==> src/rtl/correlator_cfg_pkg.sv <==
// Shared opcode constants, commit-FSM state type and opcode classifiers
// for the correlator configuration controller.
package correlator_cfg_pkg;

    localparam logic [3:0] OP_CLEAR          = 4'h0;
    localparam logic [3:0] OP_SET_INDEX      = 4'h1;
    localparam logic [3:0] OP_SET_LEDS       = 4'h2;
    localparam logic [3:0] OP_SET_BAUD_RATE  = 4'h3;
    localparam logic [3:0] OP_SET_DELAY      = 4'h4;
    localparam logic [3:0] OP_SET_FREQ_DIV   = 4'h8;
    localparam logic [3:0] OP_ENABLE_CAPTURE = 4'hD;

    typedef enum logic {
        CFG_CLEAN = 1'b0,
        CFG_DIRTY = 1'b1
    } cfg_state_t;

    // Opcodes 4-7: nibble writes; opcode[1:0] selects the nibble.
    function automatic logic is_delay_op(input logic [3:0] op);
        return op[3:2] == OP_SET_DELAY[3:2];
    endfunction

    // Opcodes 8-11: opcode[1:0] supplies the divider's upper two bits.
    function automatic logic is_freq_div_op(input logic [3:0] op);
        return op[3:2] == OP_SET_FREQ_DIV[3:2];
    endfunction

endpackage

==> src/rtl/correlator_cfg_ctrl_if.sv <==
// Command-byte channel from the UART receiver into the config controller.
interface correlator_cfg_ctrl_if;

    logic [7:0] rx_data;
    logic       rx_valid;

    modport master (output rx_data, output rx_valid);
    modport slave  (input  rx_data, input  rx_valid);

endinterface

==> src/rtl/correlator_cfg_ctrl.sv <==
// Correlator configuration controller: decodes command bytes into shadow
// registers and commits them atomically on integration boundaries.
module correlator_cfg_ctrl
    import correlator_cfg_pkg::*;
#(
    parameter int unsigned NUM_INPUTS  = 8,
    parameter int unsigned DELAY_SIZE  = 200,
    parameter int unsigned DELAY_WIDTH = 16
) (
    input  logic                              clk,
    input  logic                              reset,
    correlator_cfg_ctrl_if.slave              rx,
    input  logic                              integration_tick,
    output logic [NUM_INPUTS*DELAY_WIDTH-1:0] delay_flat,
    output logic [31:0]                       leds,
    output logic [3:0]                        baud_rate,
    output logic [5:0]                        clock_divider,
    output logic                              transmit_enable,
    output logic                              cfg_update,
    output logic                              cfg_pending,
    output logic [7:0]                        err_count
);

    localparam logic [DELAY_WIDTH-1:0] DELAY_MAX = DELAY_WIDTH'(DELAY_SIZE - 1);

    logic [DELAY_WIDTH-1:0] shadow_delay  [NUM_INPUTS];
    logic [DELAY_WIDTH-1:0] active_delay  [NUM_INPUTS];
    logic [DELAY_WIDTH-1:0] clamped_delay [NUM_INPUTS];
    logic [3:0]             index;
    logic [5:0]             shadow_div;
    logic                   shadow_te;
    cfg_state_t             state;

    logic [3:0] opcode;
    logic [3:0] arg;
    logic       index_ok;
    logic       cmd_bad;
    logic       cmd_shadow;
    logic       commit_changes;
    logic       do_commit;

    assign opcode      = rx.rx_data[3:0];
    assign arg         = rx.rx_data[7:4];
    assign index_ok    = 32'(index) < NUM_INPUTS;
    assign do_commit   = integration_tick && (state == CFG_DIRTY);
    assign cfg_pending = (state == CFG_DIRTY);

    always_comb begin
        cmd_bad    = 1'b0;
        cmd_shadow = 1'b0;
        if (is_delay_op(opcode) || opcode == OP_CLEAR) begin
            cmd_bad    = !index_ok;
            cmd_shadow = index_ok;
        end else if (is_freq_div_op(opcode) || opcode == OP_ENABLE_CAPTURE) begin
            cmd_shadow = 1'b1;
        end else if (opcode != OP_SET_INDEX && opcode != OP_SET_LEDS &&
                     opcode != OP_SET_BAUD_RATE) begin
            cmd_bad = 1'b1;
        end
    end

    // Clamp happens on the commit path only; shadows keep the raw value.
    always_comb begin
        commit_changes = (shadow_div != clock_divider) || (shadow_te != transmit_enable);
        for (int unsigned i = 0; i < NUM_INPUTS; i++) begin
            clamped_delay[i] = (shadow_delay[i] > DELAY_MAX) ? DELAY_MAX : shadow_delay[i];
            if (clamped_delay[i] != active_delay[i]) begin
                commit_changes = 1'b1;
            end
        end
    end

    always_comb begin
        delay_flat = '0;
        for (int unsigned i = 0; i < NUM_INPUTS; i++) begin
            delay_flat[i*DELAY_WIDTH +: DELAY_WIDTH] = active_delay[i];
        end
    end

    always_ff @(posedge clk) begin
        if (reset) begin
            for (int unsigned i = 0; i < NUM_INPUTS; i++) begin
                shadow_delay[i] <= '0;
                active_delay[i] <= '0;
            end
            index           <= '0;
            leds            <= '0;
            baud_rate       <= '0;
            shadow_div      <= '0;
            clock_divider   <= '0;
            shadow_te       <= 1'b0;
            transmit_enable <= 1'b0;
            err_count       <= '0;
            cfg_update      <= 1'b0;
            state           <= CFG_CLEAN;
        end else begin
            cfg_update <= 1'b0;

            // Commit reads pre-write shadows; a same-cycle write re-dirties below.
            if (do_commit) begin
                for (int unsigned i = 0; i < NUM_INPUTS; i++) begin
                    active_delay[i] <= clamped_delay[i];
                end
                clock_divider   <= shadow_div;
                transmit_enable <= shadow_te;
                cfg_update      <= commit_changes;
                state           <= CFG_CLEAN;
            end

            if (rx.rx_valid) begin
                if (cmd_bad) begin
                    if (err_count != 8'hFF) begin
                        err_count <= err_count + 8'd1;
                    end
                end else begin
                    case (opcode)
                        OP_CLEAR: begin
                            for (int unsigned i = 0; i < NUM_INPUTS; i++) begin
                                if (32'(index) == i) begin
                                    shadow_delay[i] <= '0;
                                end
                            end
                        end
                        OP_SET_INDEX:      index <= arg;
                        OP_SET_LEDS:       leds[{index, 1'b0} +: 2] <= arg[1:0];
                        OP_SET_BAUD_RATE:  baud_rate <= arg;
                        OP_ENABLE_CAPTURE: shadow_te <= arg[0];
                        default: begin
                            if (is_delay_op(opcode)) begin
                                for (int unsigned i = 0; i < NUM_INPUTS; i++) begin
                                    if (32'(index) == i) begin
                                        shadow_delay[i][{opcode[1:0], 2'b00} +: 4] <= arg;
                                    end
                                end
                            end else if (is_freq_div_op(opcode)) begin
                                shadow_div <= {opcode[1:0], arg};
                            end
                        end
                    endcase
                end
                if (cmd_shadow) begin
                    state <= CFG_DIRTY;
                end
            end
        end
    end

endmodule

==> src/flat_wrapper.sv <==
// flat-port wrapper written by rule: the top's interface ports become plain ports
module correlator_cfg_ctrl_flat import correlator_cfg_pkg::*;
#(
    parameter int unsigned NUM_INPUTS  = 8,
    parameter int unsigned DELAY_SIZE  = 200,
    parameter int unsigned DELAY_WIDTH = 16
)
  (clk, reset, integration_tick, delay_flat, leds, baud_rate, clock_divider, transmit_enable, cfg_update, cfg_pending, err_count, rx_rx_data, rx_rx_valid);
  correlator_cfg_ctrl_if rx_i ();
  input  logic clk;
  input  logic reset;
  input  logic integration_tick;
  output logic [NUM_INPUTS*DELAY_WIDTH-1:0] delay_flat;
  output logic [31:0] leds;
  output logic [3:0] baud_rate;
  output logic [5:0] clock_divider;
  output logic transmit_enable;
  output logic cfg_update;
  output logic cfg_pending;
  output logic [7:0] err_count;
  input wire logic [$bits(rx_i.rx_data)-1:0] rx_rx_data;
  input wire logic [$bits(rx_i.rx_valid)-1:0] rx_rx_valid;
  assign rx_i.rx_data = rx_rx_data;
  assign rx_i.rx_valid = rx_rx_valid;
  correlator_cfg_ctrl #(.NUM_INPUTS(NUM_INPUTS), .DELAY_SIZE(DELAY_SIZE), .DELAY_WIDTH(DELAY_WIDTH)) u_core (.clk(clk), .reset(reset), .rx(rx_i), .integration_tick(integration_tick), .delay_flat(delay_flat), .leds(leds), .baud_rate(baud_rate), .clock_divider(clock_divider), .transmit_enable(transmit_enable), .cfg_update(cfg_update), .cfg_pending(cfg_pending), .err_count(err_count));
endmodule
==> config.mk <==
export PLATFORM = sky130hd
export DESIGN_NAME = correlator_cfg_ctrl_flat
export DESIGN_NICKNAME = d
export VERILOG_FILES = /design/src/rtl/correlator_cfg_pkg.sv /design/src/rtl/correlator_cfg_ctrl_if.sv /design/src/rtl/correlator_cfg_ctrl.sv /design/src/flat_wrapper.sv
export SDC_FILE = /design/constraint.sdc
export NUM_CORES = 1
export LEC_CHECK = 0
export ABC_AREA = 1
export BUFFER_PORTS_ARGS = -buffer_cell sky130_fd_sc_hd__clkbuf_2
export CAP_MARGIN = 20
export CORE_ASPECT_RATIO = 0.5
export CORE_MARGIN = 2
export CORE_UTILIZATION = 35
export DETAILED_ROUTE_END_ITERATION = 8
export GPL_ROUTABILITY_DRIVEN = 0
export SLEW_MARGIN = 20
export SYNTH_ARGS = -nofsm -noshare
export SYNTH_HDL_FRONTEND = slang
export SYNTH_SLANG_ARGS = --single-unit
==> constraint.sdc <==
create_clock -name clk -period 7.55 [get_ports clk]
set_clock_uncertainty 0.1 [all_clocks]
set_input_delay 1.1325 -clock clk [delete_from_list [all_inputs] [get_ports clk]]
set_output_delay 1.1325 -clock clk [all_outputs]
set_load 0.02 [all_outputs]
==> results.ini <==
[worst_setup_path]
required_ps=7680
cp.arrival_ps=3550
cp_max_fo=10
worst-setup-path-type=in -> reg
worstSetupEndpointType=flip-flop
cp-start-kind=input pin

[timing]
slew_violations=0
min_period_over_period_pct=45.4
rsz0062_at_grt=false
finalSetupTns_ps=0
relSlewSlack_pct=32.4
period_needed_ps=3430
fmax_mhz=292
setup_viol=0
final-hold-violation-count=0
worstMarginPinSlew_ps=1010
setup_slack_ps=4120

[final_layout]
nets=1944
n_antenna_cell=0
drive_gt1_share_pct=14.6
syn_to_final_growth_pct=17.7
nFillCells=4183
final_cell_count_no_fill=2493

[logic_synthesis]
ys_warn_count=0
yosysMostFrequentCell=nand2_1
ys_ff_latch=320
avgSynthCellArea_sq_um=8.82
synth.distinct_cells=39
synth_cells=1672
synth-edff-count=240
synthTopCellsByArea=edfxtp_1 (49%), dfxtp_1 (11%), nand2_1 (8.5%)
synth_ff_type=edfxtp_1
netlist.area_leader.share_pct=48.9
synth_largest_area_cell=edfxtp_1
yosys-top-cells-count=nand2_1 (334), nor2_1 (310), inv_1 (267), edfxtp_1 (240), nand3_1 (99)
synthesis.area_sq_um=14700
async_flop_share_pct=0
ys_seq_area_share_pct=59.7

[place]
hpwl_mm=29.7
io_buffers=192
place_inst=2439
place_ws_ps=3560

[worst_hold_path]
hold_path.class=reg -> reg

[pwr]
p_leak_nw=7.37
vdd_drop_max_v=0.000148
finalPower_w=0.00372
p_per_area_nw_per_um2=214

[route]
firstDrtPassIters=6
drt_wl_total_mm=40.7
viasPerCell=4.68
drc_errors=0
antenna_left=0
routedWlPerCell_microns=16.3
via_count=11700
drtIter0Drc=1035

[global_routing]
overflow=0
grt_first_pass_wirelength_mm=60.7
track_usage_pct=18.1
antenna_found_initial=0
grt_pass1_vias=10800
grt_max_degree=73

[clock_tree]
hold_buffers=0
cts_htree_levels=1
cts_resized=0
clkLatencyLatePin_ps=570
cts_buffers=31
cts.clk_slew.worst_paths_ps=60
cts_buffer_depth=3
post_cts_buffers=0
cts_root_buffer=clkbuf_16
cts.sinks=320
tritoncts=built

[floorplanning]
die_x_microns=294
start_util_pct=35.3
core_area_sq_um=41800
pin_count=193
rows=53
die_h_microns=149
dieArea_sq_um=43900

[run]
maxCapViolCount=0

[outcome]
run_status=complete, no violations

==> power breakdown <==
| part | leakage (nW) | internal (W) | switching, W | total, W |
|---|---|---|---|---|
| clock | 0.432 | 0.000759 | 0.000657 | 0.00142 |
| combinational | 3.84 | 0.0000730 | 0.000231 | 0.000304 |
| sequential | 3.09 | 0.00196 | 0.0000419 | 0.00200 |
==> per-stage QoR <==
step	area (sq um)	hold slack, ps	util (%)
2_1_floorplan	15000	352	-
3_3_place_gp	16500	340	39.4
3_5_place_dp	16500	345	39.4
4_1_cts	17400	354	41.6
5_1_grt	17400	373	41.6
6_report	17400	351	41.6
==> routing by layer <==
layer,vias to the layer above,routed length (microns),global-route usage (%)
met2,300,19500,30.8
met1,5423,17800,23.9
met5,-,0,0
li1,5876,-,-
met4,0,982,4.90
met3,65,2330,3.11
==> flip-flops by register name, indices dropped and copies added (netlist names), 4 cells and up <==
| signal | count |
|---|---|
| u_core.active_delay | 128 |
| u_core.baud_rate | 4 |
| u_core.clock_divider | 6 |
| u_core.err_count | 8 |
| u_core.index | 4 |
| u_core.leds | 32 |
| u_core.shadow_delay | 128 |
| u_core.shadow_div | 6 |
==> layout make-up <==
type | count | area, sq um | share of cell area, %
multi-input combinational | 1092 | 4920 | 28.3
sequential | 320 | 8810 | 50.7
tap | 550 | 688 | 3.96
inverter | 280 | 1060 | 6.08
timing repair buffer | 197 | 1010 | 5.82
clock buffer | 42 | 827 | 4.76
clock inverter | 12 | 56.3 | 0.324
==> logic make-up (layout without fill, tap and decap cells) <==
| group | after synthesis | in the layout | synth area share [%] |
|---|---|---|---|
| xor gates and xnor gates | 3 | 3 | 0.178 |
| other | 1 | 64 | 0.0254 |
| and+or+nand+nor | 871 | 871 | 25.5 |
| adders and majority gates | 10 | 10 | 0.848 |
| DFF | 320 | 320 | 59.7 |
| AOI/OAI and AO/OA | 144 | 144 | 5.14 |
| buffers and inverters | 323 | 531 | 8.63 |
==> placed cells by master, fill, tap and decap left out, types with 4 or more instances in the layout <==
| master | n |
|---|---|
| inv_2 | 9 |
| nor2_2 | 19 |
| a211oi_1 | 4 |
| nand4_1 | 62 |
| nand2_2 | 5 |
| o21ai_1 | 6 |
| nor3_1 | 26 |
| clkbuf_1 | 10 |
| clkinv_1 | 8 |
| clkinv_2 | 6 |
| buf_4 | 4 |
| conb_1 | 64 |
| nand2_1 | 333 |
| nor2_1 | 308 |
| ha_1 | 10 |
| o22ai_1 | 6 |
| nand3_1 | 99 |
| dfxtp_1 | 80 |
| o21bai_1 | 4 |
| a21oi_1 | 73 |
| edfxtp_1 | 240 |
| o21ai_0 | 47 |
| clkbuf_2 | 192 |
| nand3b_1 | 6 |
| inv_1 | 266 |
| clkbuf_16 | 31 |
==> worst max-delay path, cell delays in order <==
cell and delay [ps]:
clkbuf_2 130, inv_1 90, ha_1 570, inv_1 150, a21oi_1 210, nor3_2 60
nand2_2 80, nand2_4 90, inv_4 100, nand4_2 300, nor2_1 200, nor2_1 130
o21ai_1 290
==> worst paths after layout <==
kind | startpoint | to | slack (ps) | depth (start not counted)
hold / removal | u_core.leds[0] | u_core.leds[0] | 350 | 2
hold reg to reg | u_core.leds[0] | u_core.leds[0] | 350 | 2
setup reg to reg | u_core.shadow_delay[1][8] | u_core.cfg_update | 4480 | 14
setup / recovery | rx_rx_data[1] | u_core.shadow_delay[4][1] | 4120 | 13
Power figures use the tool's default switching activity.
